File: src/rtl/menu_state_fsm.sv
// menu_state_fsm
//   Game-flow sequencer sitting in front of the menu overlay renderer. It turns
//   the raw mode/start buttons into the menu/countdown overlay controls, and then
//   releases the game core. It goes back to the menu when the core reports
//   game_over.
//
// Ports
//   pixel_clk         in   1  only clock
//   reset             in   1  asynchronous, active-low
//   btn_mode          in   1  raw mode button, asynchronous, active-high
//   btn_start         in   1  raw start button, asynchronous, active-high
//   game_over         in   1  level from the game core; looked at in PLAY only
//   menu_active       out  1  high in MENU
//   countdown_active  out  1  high in COUNTDOWN
//   countdown_value   out  8  COUNT_START..0 while counting down
//   game_mode_1p      out  1  1 = one player, 0 = two players
//   game_active       out  1  high in PLAY
//   game_start_pulse  out  1  single-cycle strobe on COUNTDOWN -> PLAY
//
// Build option
//   BTN_DEBOUNCE_EN   Defining this macro adds a per-button debounce counter
//                     (parameter DEBOUNCE_CYCLES). When the macro is undefined,
//                     the edge detector uses the synchroniser output directly.
//
// State table
//   S_MENU      | menu shown; mode press toggles game_mode_1p, start press begins countdown
//   S_COUNTDOWN | countdown_value steps COUNT_START..0, each held TICK_CYCLES cycles
//   S_PLAY      | game core running until game_over

module menu_state_fsm #(
    parameter int unsigned TICK_CYCLES     = 25_000_000,
    parameter int unsigned COUNT_START     = 3
`ifdef BTN_DEBOUNCE_EN
    ,
    parameter int unsigned DEBOUNCE_CYCLES = 250_000
`endif
) (
    input  logic       pixel_clk,
    input  logic       reset,
    input  logic       btn_mode,
    input  logic       btn_start,
    input  logic       game_over,
    output logic       menu_active,
    output logic       countdown_active,
    output logic [7:0] countdown_value,
    output logic       game_mode_1p,
    output logic       game_active,
    output logic       game_start_pulse
);

    localparam int unsigned TW = $clog2(TICK_CYCLES);
    localparam logic [TW-1:0] TICK_LAST = TW'(TICK_CYCLES - 1);
    localparam logic [7:0]    CNT_INIT  = 8'(COUNT_START);

    typedef enum logic [1:0] {
        S_MENU      = 2'd0,
        S_COUNTDOWN = 2'd1,
        S_PLAY      = 2'd2
    } state_t;

    // Bit 0 = mode button, bit 1 = start button.
    logic [1:0] btn_raw;
    logic [1:0] sync1_q;
    logic [1:0] sync2_q;
    logic [1:0] btn_lvl;
    logic [1:0] prev_q;
    logic [1:0] press_q;

    assign btn_raw = {btn_start, btn_mode};

    // The synchroniser and edge flops reset high. This way, a button that is held
    // through reset must be released and pressed again before it counts.
    always_ff @(posedge pixel_clk or negedge reset) begin
        if (!reset) begin
            sync1_q <= 2'b11;
            sync2_q <= 2'b11;
        end else begin
            sync1_q <= btn_raw;
            sync2_q <= sync1_q;
        end
    end

`ifdef BTN_DEBOUNCE_EN
    localparam int unsigned DW = $clog2(DEBOUNCE_CYCLES + 1);
    localparam logic [DW-1:0] DB_LAST = DW'(DEBOUNCE_CYCLES - 1);

    logic [1:0]    db_q;
    logic [DW-1:0] db_cnt_q [2];

    // The debounced level follows the synchronised level only after the two
    // have differed for DEBOUNCE_CYCLES consecutive cycles.
    always_ff @(posedge pixel_clk or negedge reset) begin
        if (!reset) begin
            db_q <= 2'b11;
            for (int i = 0; i < 2; i++) begin
                db_cnt_q[i] <= '0;
            end
        end else begin
            for (int i = 0; i < 2; i++) begin
                if (sync2_q[i] != db_q[i]) begin
                    if (db_cnt_q[i] == DB_LAST) begin
                        db_q[i]     <= sync2_q[i];
                        db_cnt_q[i] <= '0;
                    end else begin
                        db_cnt_q[i] <= db_cnt_q[i] + DW'(1);
                    end
                end else begin
                    db_cnt_q[i] <= '0;
                end
            end
        end
    end

    assign btn_lvl = db_q;
`else
    assign btn_lvl = sync2_q;
`endif

    // The press strobe is registered. A raw rise therefore reaches the FSM on the
    // third edge after the rise, and the outputs react on the fourth edge.
    always_ff @(posedge pixel_clk or negedge reset) begin
        if (!reset) begin
            prev_q  <= 2'b11;
            press_q <= 2'b00;
        end else begin
            prev_q  <= btn_lvl;
            press_q <= btn_lvl & ~prev_q;
        end
    end

    logic mode_press;
    logic start_press;

    assign mode_press  = press_q[0];
    assign start_press = press_q[1];

    state_t        state_q;
    logic [TW-1:0] tick_q;

    always_ff @(posedge pixel_clk or negedge reset) begin
        if (!reset) begin
            state_q          <= S_MENU;
            tick_q           <= '0;
            menu_active      <= 1'b1;
            countdown_active <= 1'b0;
            countdown_value  <= 8'd0;
            game_mode_1p     <= 1'b1;
            game_active      <= 1'b0;
            game_start_pulse <= 1'b0;
        end else begin
            game_start_pulse <= 1'b0;
            unique case (state_q)
                S_MENU: begin
                    tick_q <= '0;
                    // A start press wins over a mode press in the same cycle.
                    if (start_press) begin
                        state_q          <= S_COUNTDOWN;
                        menu_active      <= 1'b0;
                        countdown_active <= 1'b1;
                        countdown_value  <= CNT_INIT;
                    end else if (mode_press) begin
                        game_mode_1p <= ~game_mode_1p;
                    end
                end

                S_COUNTDOWN: begin
                    if (tick_q == TICK_LAST) begin
                        tick_q <= '0;
                        if (countdown_value != 8'd0) begin
                            countdown_value <= countdown_value - 8'd1;
                        end else begin
                            state_q          <= S_PLAY;
                            countdown_active <= 1'b0;
                            game_active      <= 1'b1;
                            game_start_pulse <= 1'b1;
                        end
                    end else begin
                        tick_q <= tick_q + TW'(1);
                    end
                end

                S_PLAY: begin
                    tick_q <= '0;
                    if (game_over) begin
                        state_q         <= S_MENU;
                        game_active     <= 1'b0;
                        menu_active     <= 1'b1;
                        countdown_value <= 8'd0;
                    end
                end

                default: begin
                    state_q          <= S_MENU;
                    tick_q           <= '0;
                    menu_active      <= 1'b1;
                    countdown_active <= 1'b0;
                    countdown_value  <= 8'd0;
                    game_active      <= 1'b0;
                end
            endcase
        end
    end

endmodule

File: config.mk
export PLATFORM = sky130hd
export DESIGN_NAME = menu_state_fsm
export DESIGN_NICKNAME = d
export VERILOG_FILES = /design/src/rtl/menu_state_fsm.sv
export SDC_FILE = /design/constraint.sdc
export NUM_CORES = 1
export LEC_CHECK = 0
export BUFFER_PORTS_ARGS = -buffer_cell sky130_fd_sc_hd__clkbuf_2
export CAP_MARGIN = 20
export CORE_ASPECT_RATIO = 0.75
export CORE_MARGIN = 5
export CORE_UTILIZATION = 50
export DETAILED_ROUTE_END_ITERATION = 16
export PLACE_DENSITY = 0.68
export RECOVER_POWER = 25
export REMOVE_ABC_BUFFERS = 1
export SLEW_MARGIN = 15
export SYNTH_ARGS = -nofsm -noshare
export SYNTH_HDL_FRONTEND = slang
export SYNTH_SLANG_ARGS = --single-unit
File: constraint.sdc
create_clock -name pixel_clk -period 5.6 [get_ports pixel_clk]
set_input_delay 0 -clock pixel_clk [delete_from_list [all_inputs] [get_ports pixel_clk]]
set_output_delay 0 -clock pixel_clk [all_outputs]
set_load 0.01 [all_outputs]
==> run metrics <==
status complete, but fails checks; failing checks capacitance limit, slew limit; Die Area between 0.006 and 0.007 mm²; cts hold-fix bufs 4; Gate Count Post-Synth around 220; Antenna Nets Post-Route 0; initial antenna violation count 0; Initial DRC Count 75; RSZ-0062 raised after global routing no; core area 0.00449 mm²; synth top area cells dfrtp_1 (43%), dfstp_2 (9.0%), xor2_1 (6.4%); final worst slack 3.11 ns; EDFF count, synth 0; total CTS buffers 5; max cap viols 1; gr usage total 0.157; fin crit period ~2.5 ns; slew at the pin closest to its max-slew limit around 2.5 ns; startpoint types input pin; Worst setup EP type asynchronous set/reset pin; Worst Path Required about 5.5 ns; Worst Hold End sync1_q[0]; share of cells above drive strength 1 0.179; hold depth 2; chip width around 89 µm; sequential share of the synthesized area 0.520; FF+latch count, synth 48; GP Congestion slightly above 0.8; Clock Latency Late Sink 0.31 ns; Area Growth Syn to Fin 12.2%; fin crit share 0.444; drt wl/cell roughly 15 µm; # diodes 0; post_cts resized 0; DR DRC count 0; Crit Path Class input pin to asynchronous set/reset pin; vias per cell ~5.6; I/O pin count 18; area of the multi-input gates 0.00107 mm²; DR vias 1,693; CP max FO 48; Synth async-reset ratio 1.00; worst reg2reg endpoint countdown_value[1]; r2r worst-path depth 6; final setup fails 0; yosys warns 0; synthesized area around 0.0023 mm²; crit path DAT about 2.4 ns; dpl hpwl roughly 3.0 mm; Setup WS pre-CTS 3.32 ns; Hold Path Class input pin to register; CP max stage delay approximately 1.8 ns; Mapped Avg Cell Area ~10 µm²; r2r startpoint tick_q[0]; final hold vios 0; fin nets between 200 and 300; Critical Path, Cell by Cell dlygate4sd3_1 > clkbuf_2 > clkbuf_1; CTS tree done; first drt pass iteration count 4; Die Ht around 69 µm; Clk Tree Root Cell clkbuf_8; Yosys cell types between 40 and 50; CP max-delay cell clkbuf_1; predominant post-synthesis flop cell dfrtp_1; Hold Crit Start btn_mode; Sequential Area ~0.0012 mm²; first-pass GRT wire length between 7 and 8 mm; top-area cell type share of the netlist area 0.430; fmax 402 MHz; largest net degree at the start of global routing approximately 50; H-tree levels 2; Max Slew Vio Count 49; vias in the first global route between 1,500 and 2,000; leak pwr 1.21 nW; fin util 0.581; commonest cells after routing, fill and taps aside dfrtp_1 (40), nor2_1 (33), nand2_1 (19); PwrDens ~310 mW/mm²; Clock Sinks 48; Buffers on Ports 17; Worst VDD drop roughly 0.00028 V; Max Clock Skew around 0.0056 ns; number of fill cells roughly 390; Max clock buf depth 2; Worst-path clk slew 0.09 ns; most common cell after layout, fill and taps aside dfrtp_1; leading area contributor after synthesis dfrtp_1; r2r setup slk 3.33 ns; max_slew headroom -0.653; Row Count 21; Post-CTS Setup Bufs 0; grt total ovfl 0; initial core utilization 0.518; setup tns final 0 ns; routed wire length roughly 4.5 mm; Worst Hold Slack between 0.3 and 0.4 ns
-- report_power, final --
part	switching (mW)	internal, mW
combinational	0.0671	0.0514
clock	0.124	0.135
sequential	0.0449	0.387
total	0.236	0.573
-- per-stage QoR --
stage | total power, mW | std cells | area [µm²]
after CTS | 0.817 | 303 | 2620
final | 0.809 | 303 | 2610
after detailed placement | 0.557 | 291 | 2460
after floorplan | 0.510 | 216 | 2300
after global routing | 0.850 | 303 | 2610
after global placement | 0.553 | 291 | 2460
-- flip-flops by register name, indices dropped and copies added, names as in the netlist --
| register | flops |
|---|---|
| prev_q | 2 |
| game_active | 1 |
| countdown_value | 8 |
| game_start_pulse | 1 |
| state_q | 2 |
| tick_q | 25 |
| btn_lvl | 2 |
| menu_active | 1 |
| press_q | 2 |
| countdown_active | 1 |
| sync1_q | 2 |
| game_mode_1p | 1 |
-- cells by family (layout without fill, tap and decap cells) --
group           after synthesis  in the layout  synth area share
compound gates               24             24            0.0769
simple gates                114            114             0.282
xor+xnor                     24             24            0.0903
fa+ha+maj                     2              2            0.0108
buf+inv                      11             34            0.0199
flops                        48             48             0.520
-- Yosys cell counts (2+ instances only) --
master     n
a211oi_1   2
a21o_1     2
a21oi_1    4
a31o_2     2
and3_1     7
and4bb_1   2
buf_2      4
clkbuf_1   2
dfrtp_1   40
dfstp_2    8
ha_1       2
inv_1      4
nand2_1   19
nand2b_1   4
nand3_1   10
nand4_1   12
nor2_1    33
nor2b_1    3
nor3_1     6
nor4_2     3
o221ai_1   3
o31ai_1    2
or4_1      2
xnor2_1    7
xor2_1    17
-- how the worst max path moves through the flow --
stage	start	to	slack, ns	cells after the start
2_1_floorplan	countdown_value[0]	countdown_value[6]	3.60	7
3_3_place_gp	tick_q[0]	countdown_value[3]	3.36	6
3_5_place_dp	tick_q[0]	countdown_value[1]	3.32	6
4_1_cts	tick_q[0]	countdown_value[1]	3.30	6
5_1_grt	reset	countdown_value[7]	2.57	3
6_report	reset	countdown_value[4]	3.11	3
-- worst max-delay path: cells and delay by family --
kind                   cells  cell delay, ns
buffers and inverters      3            2.37
-- final cells by class --
type,count,share of cell area
Multi-Input combinational cell,164,0.410
Timing Repair Buffer,22,0.0489
Inverter,4,0.00575
Clock inverter,3,0.0177
Tap cell,57,0.0273
Clock buffer,5,0.0264
Sequential cell,48,0.464
-- per-layer routing --
| layer | wire, µm | vias to the layer above | GRT usage |
|---|---|---|---|
| met1 | 2300 | 822 | 0.250 |
| met3 | 207 | 5 | 0.0417 |
| met2 | 1910 | 29 | 0.205 |
| met5 | 0 | - | 0 |
| met4 | 44 | 0 | 0.0436 |
| li1 | - | 837 | - |
(Power assumes the default switching activity.)
